`src/rtl/gbfflgact_reader.sv`:
```
// Read-side controller for the GB flag-activation SRAM wrapper.
// Streams a burst of consecutive RAM words to a valid/ready consumer.
// A 2-entry skid FIFO hides the registered read latency and absorbs back-pressure.
module gbfflgact_reader #(
  parameter int SRAM_DEPTH_BIT = 6,
  parameter int SRAM_WIDTH     = 28,
  parameter int LEN_BIT        = 7
) (
  input  logic                      clk,
  input  logic                      rst_n,
  input  logic                      start,
  input  logic [SRAM_DEPTH_BIT-1:0] base_addr,
  input  logic [LEN_BIT-1:0]        len,
  output logic                      busy,
  output logic                      done,
  output logic [SRAM_DEPTH_BIT-1:0] ram_addr_r,
  output logic                      ram_read_en,
  input  logic [SRAM_WIDTH-1:0]     ram_data_out,
  input  logic                      ram_wr_busy,
  output logic [SRAM_WIDTH-1:0]     out_data,
  output logic                      out_valid,
  input  logic                      out_ready
);

  typedef enum logic [1:0] {
    IDLE = 2'd0,
    RUN  = 2'd1,
    DONE = 2'd2
  } state_t;

  state_t                    state;
  state_t                    state_next;
  logic [SRAM_DEPTH_BIT-1:0] rd_addr;
  logic [LEN_BIT-1:0]        issue_cnt;
  logic [LEN_BIT-1:0]        pop_cnt;
  logic                      inflight;
  logic [SRAM_WIDTH-1:0]     fifo_mem [2];
  logic                      wr_ptr;
  logic                      rd_ptr;
  logic [1:0]                occ;
  logic                      pop;
  logic                      issue;
  logic [2:0]                credit_sum;

  // A read may only issue if, after this cycle's pop, the FIFO plus the word
  // already on its way from the RAM leaves room for one more.
  assign pop        = out_valid & out_ready;
  assign credit_sum = {1'b0, occ} + {2'b00, inflight} - {2'b00, pop};
  assign issue      = rst_n && (state == RUN) && (issue_cnt != '0) &&
                      !ram_wr_busy && (credit_sum < 3'd2);

  assign ram_read_en = issue;
  assign ram_addr_r  = rd_addr;
  assign out_valid   = (occ != 2'd0);
  assign out_data    = fifo_mem[rd_ptr];
  assign busy        = (state != IDLE);
  assign done        = (state == DONE);

  // Next-state logic: a zero-length burst goes straight to the done pulse.
  always_comb begin
    state_next = state;
    case (state)
      IDLE: if (start) state_next = (len == '0) ? DONE : RUN;
      RUN:  if (pop && (pop_cnt == LEN_BIT'(1))) state_next = DONE;
      DONE: state_next = IDLE;
      default: state_next = IDLE;
    endcase
  end

  // State register plus address and burst counters.
  always_ff @(posedge clk) begin
    if (!rst_n) begin
      state     <= IDLE;
      rd_addr   <= '0;
      issue_cnt <= '0;
      pop_cnt   <= '0;
      inflight  <= 1'b0;
    end else begin
      state    <= state_next;
      inflight <= issue;
      if (state == IDLE && start) begin
        rd_addr   <= base_addr;
        issue_cnt <= len;
        pop_cnt   <= len;
      end else begin
        if (issue) begin
          rd_addr   <= rd_addr + SRAM_DEPTH_BIT'(1);
          issue_cnt <= issue_cnt - LEN_BIT'(1);
        end
        if (state == RUN && pop) begin
          pop_cnt <= pop_cnt - LEN_BIT'(1);
        end
      end
    end
  end

  // Skid FIFO: capture the word read last cycle, release the head on pop.
  always_ff @(posedge clk) begin
    if (!rst_n) begin
      fifo_mem[0] <= '0;
      fifo_mem[1] <= '0;
      wr_ptr      <= 1'b0;
      rd_ptr      <= 1'b0;
      occ         <= 2'd0;
    end else begin
      if (inflight) begin
        fifo_mem[wr_ptr] <= ram_data_out;
        wr_ptr           <= ~wr_ptr;
      end
      if (pop) begin
        rd_ptr <= ~rd_ptr;
      end
      occ <= occ + {1'b0, inflight} - {1'b0, pop};
    end
  end

endmodule

```
`config.mk`:
```
export PLATFORM = sky130hd
export DESIGN_NAME = gbfflgact_reader
export DESIGN_NICKNAME = d
export VERILOG_FILES = /design/src/rtl/gbfflgact_reader.sv
export SDC_FILE = /design/constraint.sdc
export NUM_CORES = 1
export LEC_CHECK = 0
export ABC_AREA = 1
export BUFFER_PORTS_ARGS = -buffer_cell sky130_fd_sc_hd__buf_2
export CORE_ASPECT_RATIO = 0.7
export CORE_UTILIZATION = 55
export CTS_CLUSTER_SIZE = 28
export DETAILED_ROUTE_END_ITERATION = 10
export HOLD_SLACK_MARGIN = 0.15
export PLACE_DENSITY_LB_ADDON = 0.12
export SLEW_MARGIN = 20
export SYNTH_ARGS = -nofsm -noshare
export SYNTH_HDL_FRONTEND = slang
export SYNTH_SLANG_ARGS = --single-unit
```
`constraint.sdc`:
```
create_clock -name clk -period 5.9 [get_ports clk]
set_input_delay 0 -clock clk [delete_from_list [all_inputs] [get_ports clk]]
set_output_delay 0 -clock clk [all_outputs]
set_load 0.05 [all_outputs]
```
# Yosys cells after proc, flatten, opt, wreduce, memory -nomap -nowiden
# Memory sizes are Yosys's and may differ from the RTL's. A register that Yosys moved wholly into a read port is not among the register bits.
# Cells that the tools add are included.
dict set report totals {
  ff_bits 27
  latch_bits 0
  ramBits 56
  romBits 0
  input_bits 46
  out_inout_bits 38
  n_memories 1
}
# name words word_bits read_ports rd_ports_with_merged_regs wr line
set mem_list {}
lappend mem_list {fifo_mem 2 28 1 1 2 37} ;# logic [SRAM_WIDTH-1:0] fifo_mem [2];
dict set report classes {
  addsub 7
  mul 0
  div 0
  magnitude_cmp 1
  n_eq_ne 5
  shift 0
  mux 19
  bitwise 3
  n_reduce_logical 17
}
# op n
set ops {}
lappend ops {{28-bit two-way mux} 1}
lappend ops {{7-bit two-way mux} 4}
lappend ops {{28-bit OR reduction} 1}
lappend ops {{7-bit by 1-bit subtractor with 7-bit output (second input constant)} 2}
lappend ops {{6-bit two-way mux} 2}
lappend ops {{1-bit two-way mux} 8}
lappend ops {{2-bit nonzero test} 4}
lappend ops {{7-bit by 1-bit equality test with 1-bit output (second input constant)} 1}
lappend ops {{1-bit logical AND} 7}
lappend ops {{7-bit logical NOT} 1}
lappend ops {{7-bit nonzero test} 1}
lappend ops {{6-bit by 1-bit adder with 6-bit output (second input constant)} 1}
lappend ops {{2-bit two-way mux} 3}
lappend ops {{2-bit != test (second input constant)} 2}
lappend ops {{2-bit case mux with 2 select lines} 1}
lappend ops {{2-bit by 1-bit adder with 3-bit output} 1}
lappend ops {{3-bit by 2-bit less-than comparator with 1-bit output (second input constant)} 1}
lappend ops {{3-bit by 1-bit subtractor with 3-bit output} 1}
lappend ops {{2-bit by 1-bit adder with 2-bit output} 1}
lappend ops {{2-bit by 1-bit equality test with 1-bit output (second input constant)} 1}
lappend ops {{2-bit equality test (second input constant)} 1}
lappend ops {{2-bit logical NOT} 1}
lappend ops {{1-bit NOT} 2}
lappend ops {{2-bit AND reduction} 1}
lappend ops {{3 further kinds} 3}

# Longest topological paths before layout
dict set report depth {
  depth_word 7
  ltp_mapped 17
}

# Worst setup path after synthesis
# Ideal clock, no wire load.
dict set report synth_path {
  kind {register to register}
  start {register occ[1]}
  end {register issue_cnt[5]}
  arrival_time_ns 2.874
  setup_slack_ns 2.970
  stages_incl_launch_ff 18
  path_buffers 0
  synth_period_minus_slack_ns 2.930
  path_cell_list {dfxtp_1 > inv_2 > nand2_1 > nand2_2 > inv_2 > ha_1 > inv_1 > ha_1 > fa_1 > nand2_1 > inv_1 > nor2_1 > nand3_1 > nor2_2 > nand2_1 > nand3_1 > nand2_1 > inv_1}
}
dict set report synth_via {
  elab_chain_cells 6
}
# element line
set synth_lines {}
lappend synth_lines {{from (decl)} 40} ;# logic [1:0] occ;
lappend synth_lines {{from (signal assigned)} 113} ;# occ <= occ + {1'b0, inflight} - {1'b0, pop};
lappend synth_lines {{2-bit nonzero test} 54} ;# assign out_valid = (occ != 2'd0);
lappend synth_lines {{via out_valid} 21} ;# output logic out_valid,
lappend synth_lines {{1-bit AND} 47} ;# assign pop = out_valid & out_ready;
lappend synth_lines {{via pop} 41} ;# logic pop;
lappend synth_lines {{3-bit by 1-bit subtractor with 3-bit output} 48} ;# assign credit_sum = {1'b0, occ} + {2'b00, inflight} - {2'b00, pop};
lappend synth_lines {{3-bit by 2-bit less-than comparator with 1-bit output} 50} ;# !ram_wr_busy && (credit_sum < 3'd2);
lappend synth_lines {{1-bit logical AND} 50}
lappend synth_lines {{via ram_read_en} 17} ;# output logic ram_read_en,
lappend synth_lines {{2-bit nonzero test (no source line)} --}
lappend synth_lines {{to (signal assigned)} 83} ;# issue_cnt <= len;
lappend synth_lines {{to (signal assigned)} 88} ;# issue_cnt <= issue_cnt - LEN_BIT'(1);
lappend synth_lines {{to (decl)} 34} ;# logic [LEN_BIT-1:0] issue_cnt;
# The timed path passes the listed nets, and every way through them passes these cells.
# A chain may end at the register's enable or synchronous reset.

# Worst setup path after layout
dict set report layout_path {
  start {register occ[1]}
  end {register rd_addr[5] (netlist: ram_addr_r[5])}
}
dict set report layout_via {
  elab_chain_cells 6
}
# element line
set layout_lines {}
lappend layout_lines {{2-bit nonzero test} 54}
lappend layout_lines {{1-bit AND} 47}
lappend layout_lines {{via pop} 41}
lappend layout_lines {{3-bit by 1-bit subtractor with 3-bit output} 48}
lappend layout_lines {{via credit_sum[1]} 43} ;# logic [2:0] credit_sum;
lappend layout_lines {{3-bit by 2-bit less-than comparator with 1-bit output} 50}
lappend layout_lines {{1-bit logical AND} 50}
lappend layout_lines {{2-bit nonzero test (no source line)} --}
lappend layout_lines {{to (signal assigned)} 82} ;# rd_addr <= base_addr;
lappend layout_lines {{to (signal assigned)} 87} ;# rd_addr <= rd_addr + SRAM_DEPTH_BIT'(1);
lappend layout_lines {{to (decl)} 33} ;# logic [SRAM_DEPTH_BIT-1:0] rd_addr;
# The timed path passes the listed nets, and every way through them passes these cells.

==> results by stage <==
Placement:
- The global placer's final weighted congestion is 0.828.
- Detailed placement ended at an HPWL of 5850 um.
- The count of buffers added on input and output ports is 83.

Hold path:
- The endpoint of the worst hold path is wr_ptr.
- The worst hold path belongs to the class reg2reg.
- The number of cells on the worst hold path is 2.
- The startpoint of the tightest hold check path is wr_ptr.

Floorplan:
- The initial utilization of the core area, before any placement, comes to just under 60%.
- The die extent in y is about 74 um.
- Row generation in the floorplan step produced 25 rows.
- The total area inside the core boundary comes to 6940 sq um.
- The floorplan die area is 7740 sq um.
- The count of boundary I/O pins is 84.
- Measured along the x axis, the die boundary spans 105 um.

Critical path:
- The worst register-to-register path begins at occ[1].
- The top fanout value on the critical path is 11.
- The critical path endpoint category is a flip-flop.
- The signal on the critical path passes through inv_2, nand2_1, nand2_2, inv_2, ha_1, inv_1, ha_1, fa_1, inv_1, nand3_1, nor2_1, nand3_2, nand2_2, inv_1, nor2_1, nor2_1, dlygate4sd3_1.
- The endpoint of the most critical register-to-register path is ram_addr_r[5].
- The element type at the critical path start is a flip-flop.
- The cell at the slowest stage of the critical path is sky130_fd_sc_hd__dlygate4sd3_1.
- In this design, the stage delay of the slowest critical-path cell is 0.55 ns.
- The combined buffer and inverter count along the critical path is 6.
- The startpoint-to-endpoint class of the critical path is reg2reg.
- For the worst flop-to-flop path, the logic depth is 17.
- The data required time at the worst endpoint is 6.14 ns.
- Setup slack on the worst reg-to-reg path comes out at 2.57 ns.
- The cell class contributing the biggest share of worst-path delay is simple AND/OR/NAND/NOR gates.
- The worst path arrival time is 3.57 ns.

Timing:
- The final critical delay including setup and external delays is 3.33 ns.
- For the pin with the worst max-slew slack, the measured transition is 0.631 ns.
- The number of max-slew violations in the final report is 0.
- Clock skew on the completed layout was measured at 0.0122 ns.
- The worst path uses 56.4% of the clock period.
- The number of hold-slack violations in the final timing report is 0.
- Based on the critical path, the design can be clocked at up to 301 MHz.
- Setup repair after global routing left no endpoint under its margin.
- Measured against its own limit, the worst slew margin works out to 57.8%.
- The total of endpoints with negative setup slack in the final report is 0.
- The worst slack on hold paths is 0.478 ns.
- After routing, the total negative slack on setup checks comes to 0 ns.

Clocking:
- The H-tree depth reported by CTS is 3.
- The clock input transition at the sequential cells of the worst setup and hold paths is 0.09 ns.
- The maximum buffer depth of the clock tree is 2.
- The cell chosen for the clock root is sky130_fd_sc_hd__clkbuf_8.
- TritonCTS built the clock tree.
- Clock tree synthesis found a total of 84 sinks.
- The count of cells resized by post-cts repair is 0.
- At the later pin of the worst-skew pair, clock insertion delay measures around 0.35 ns.
- The count of hold buffers inserted by post-cts repair is 51.
- Once the clock tree was built, the setup fixing pass inserted 0 buffers.
- The clock buffer count from CTS is 9.

Yosys:
- The instance count of the mapped netlist is 436.
- The post-synthesis cell area is 4060 sq um.
- In this run the biggest area consumer among cell types represents 41.4% of the synthesized area.
- In the post-synthesis netlist, the biggest area contributors are sky130_fd_sc_hd__edfxtp_1 (41%), sky130_fd_sc_hd__dfxtp_1 (14%), sky130_fd_sc_hd__nor2_1 (8.2%).
- Sequential elements use a little under three fifths of the synthesized area.
- The number of warnings issued by yosys is 0.
- Averaged over all synthesized cells, the footprint is between 9 and 10 sq um.
- The biggest area contributor in the post-synthesis netlist is sky130_fd_sc_hd__edfxtp_1.
- The most common cell in the synthesized netlist is sky130_fd_sc_hd__nor2_1.
- The number of nets in the synthesized netlist is ~490.
- The fraction of synthesis flops using an asynchronous set or reset pin is 0%.
- Counting flops and latches in the post-synthesis netlist gives 84.
- The count of different cell masters after synthesis is 32.
- The commonest cells after synthesis are sky130_fd_sc_hd__nor2_1 (89), sky130_fd_sc_hd__nand2_1 (66), sky130_fd_sc_hd__inv_1 (60).
- For this run, the leading register cell type out of synthesis is sky130_fd_sc_hd__edfxtp_1.
- The synthesized design contains 56 enable-type register cells.

GRT:
- The first global-routing pass estimated 15,000 um of wire.
- The number of antenna violations at the first check in global routing is 0.
- Global routing finished with a remaining overflow of 0.
- The combined global-route utilization of all metal layers is 25.3%.
- The largest net degree at the start of global routing is 30.
- The number of global-route vias before repair is 3,220.

Final layout:
- Compared with the post-synthesis result, the final layout area differs by 29.1%.
- 0 antenna diodes ended up in the layout.
- After the last flow step, the layout net total stands at ~620.
- The share of final-layout standard cells stronger than drive strength 1 is 25.9%.

Drt:
- The detail-routed via count per cell is between 5 and 6.
- In this run the remaining antenna-violating nets after routing total 0.
- The number of DRC markers in iteration 0 is 205.
- After detailed routing, the average wire length per cell comes to 14.0 um.
- The post-detailed-route DRC marker count is 0.
- The final route contains 3,372 vias.
- The total routed wirelength is 9350 um.
- The count of TritonRoute iterations in the first routing pass is 6.

Power:
- For this design the ratio of total power to cell area is 324 nW/um^2.
- VDD sags by at most 227 uV.
- The power after layout is between 1.5 and 2 mW.
- In this run the static leakage power is 2.50 nW.

Job:
- Max-cap violations in this run came to 0.

Outcome:
- The run finished with clean final reports.
[metrics by stage]
step	worst slack (ns)	utilization [%]	instances	cell area [sq um]
detailed placement	3.17	65.5	603	4550
CTS	2.59	75.5	670	5250
floorplan	2.97	-	436	4060
global placement	3.22	65.5	603	4550
finish	2.57	75.5	670	5250
global route	2.30	75.5	670	5250
[metal layers]
layer	GRT usage (%)	vias to the layer above	share of wire (%)
met2	43.6	126	48
met4	7.51	0	0.98
li1	-	1673	-
met3	5.94	12	6.2
met1	32.6	1561	44
met5	0	-	0
[worst register-to-register path, cell delays in order (launching register included)]
cell	delay, ns
sky130_fd_sc_hd__dfxtp_1	0.33
sky130_fd_sc_hd__inv_2	0.07
sky130_fd_sc_hd__nand2_1	0.07
sky130_fd_sc_hd__nand2_2	0.10
sky130_fd_sc_hd__inv_2	0.06
sky130_fd_sc_hd__ha_1	0.27
sky130_fd_sc_hd__inv_1	0.04
sky130_fd_sc_hd__ha_1	0.19
sky130_fd_sc_hd__fa_1	0.49
sky130_fd_sc_hd__inv_1	0.08
sky130_fd_sc_hd__nand3_1	0.07
sky130_fd_sc_hd__nor2_1	0.17
sky130_fd_sc_hd__nand3_2	0.25
sky130_fd_sc_hd__nand2_2	0.24
sky130_fd_sc_hd__inv_1	0.10
sky130_fd_sc_hd__nor2_1	0.11
sky130_fd_sc_hd__nor2_1	0.05
sky130_fd_sc_hd__dlygate4sd3_1	0.55
[how the worst max path moves through the flow]
| stage | start | end | slack (ns) | depth (start not counted) |
|---|---|---|---|---|
| after CTS | occ[1] | ram_addr_r[5] | 2.59 | 17 |
| after detailed placement | occ[1] | ram_addr_r[5] | 3.17 | 16 |
| after global routing | occ[1] | ram_addr_r[5] | 2.30 | 17 |
| after global placement | occ[1] | ram_addr_r[5] | 3.22 | 16 |
| final | occ[1] | ram_addr_r[5] | 2.57 | 17 |
| after floorplan | occ[1] | issue_cnt[5] | 2.97 | 17 |
[cell type report]
cell class	count	area, sq um
Tap cell	94	118
Timing Repair Buffer	139	963
Clock inverter	5	52.6
Inverter	65	244
Clock buffer	11	131
Fill cell	522	1700
Multi-Input combinational cell	272	1500
Sequential cell	84	2240
[sequential cells by signal, indices dropped and copies added (netlist names), named ones only]
name / cells
fifo_mem: 56
issue_cnt: 7
pop_cnt: 7
ram_addr_r: 6
occ: 2
state: 2
inflight: 1
rd_ptr: 1
wr_ptr: 1
[kinds of logic (layout without fill, tap and decap cells)]
kind of cell    count (synthesis)  in the layout  share of synthesized area (%)
simple gates                  196            196                           20.8
flops                          84             84                           55.2
buf+inv                        80            220                           8.01
compound gates                 36             36                           4.80
mux                            28             28                           7.76
fa+ha+maj                       7              7                           2.34
xor+xnor                        5              5                           1.08
[cells in the final DEF, fill, tap and decap left out]
cell type                       instances
sky130_fd_sc_hd__a211oi_1               1
sky130_fd_sc_hd__a21o_1                 1
sky130_fd_sc_hd__a21oi_1               11
sky130_fd_sc_hd__a31oi_1                3
sky130_fd_sc_hd__buf_2                 83
sky130_fd_sc_hd__buf_4                  5
sky130_fd_sc_hd__bufinv_16              1
sky130_fd_sc_hd__clkbuf_1               2
sky130_fd_sc_hd__clkbuf_8               9
sky130_fd_sc_hd__clkinv_1               1
sky130_fd_sc_hd__clkinv_2               2
sky130_fd_sc_hd__clkinv_4               1
sky130_fd_sc_hd__dfxtp_1               28
sky130_fd_sc_hd__dlygate4sd3_1         51
sky130_fd_sc_hd__edfxtp_1              56
sky130_fd_sc_hd__fa_1                   1
sky130_fd_sc_hd__ha_1                   6
sky130_fd_sc_hd__inv_1                 60
sky130_fd_sc_hd__inv_2                  5
sky130_fd_sc_hd__mux2_2                28
sky130_fd_sc_hd__nand2_1               66
sky130_fd_sc_hd__nand2_2                5
sky130_fd_sc_hd__nand3_1               22
sky130_fd_sc_hd__nand3_2                2
sky130_fd_sc_hd__nand3b_1               1
sky130_fd_sc_hd__nand4_1                1
sky130_fd_sc_hd__nor2_1                89
sky130_fd_sc_hd__nor2_2                 3
sky130_fd_sc_hd__nor2_4                 3
sky130_fd_sc_hd__nor2_8                 1
sky130_fd_sc_hd__nor3_1                 2
sky130_fd_sc_hd__nor4_1                 1
sky130_fd_sc_hd__o21ai_0               14
sky130_fd_sc_hd__o21ai_1                4
sky130_fd_sc_hd__o21ai_2                1
sky130_fd_sc_hd__o21bai_1               1
sky130_fd_sc_hd__xnor2_1                1
sky130_fd_sc_hd__xor2_1                 4
[where the power goes]
group / switching, mW / total [mW] / internal [mW]
Combinational: 0.404 / 0.601 / 0.196
Clock: 0.198 / 0.392 / 0.194
Sequential: 0.0295 / 0.705 / 0.675
Total: 0.632 / 1.70 / 1.07
No activity file was read; power rests on OpenSTA's default activity.
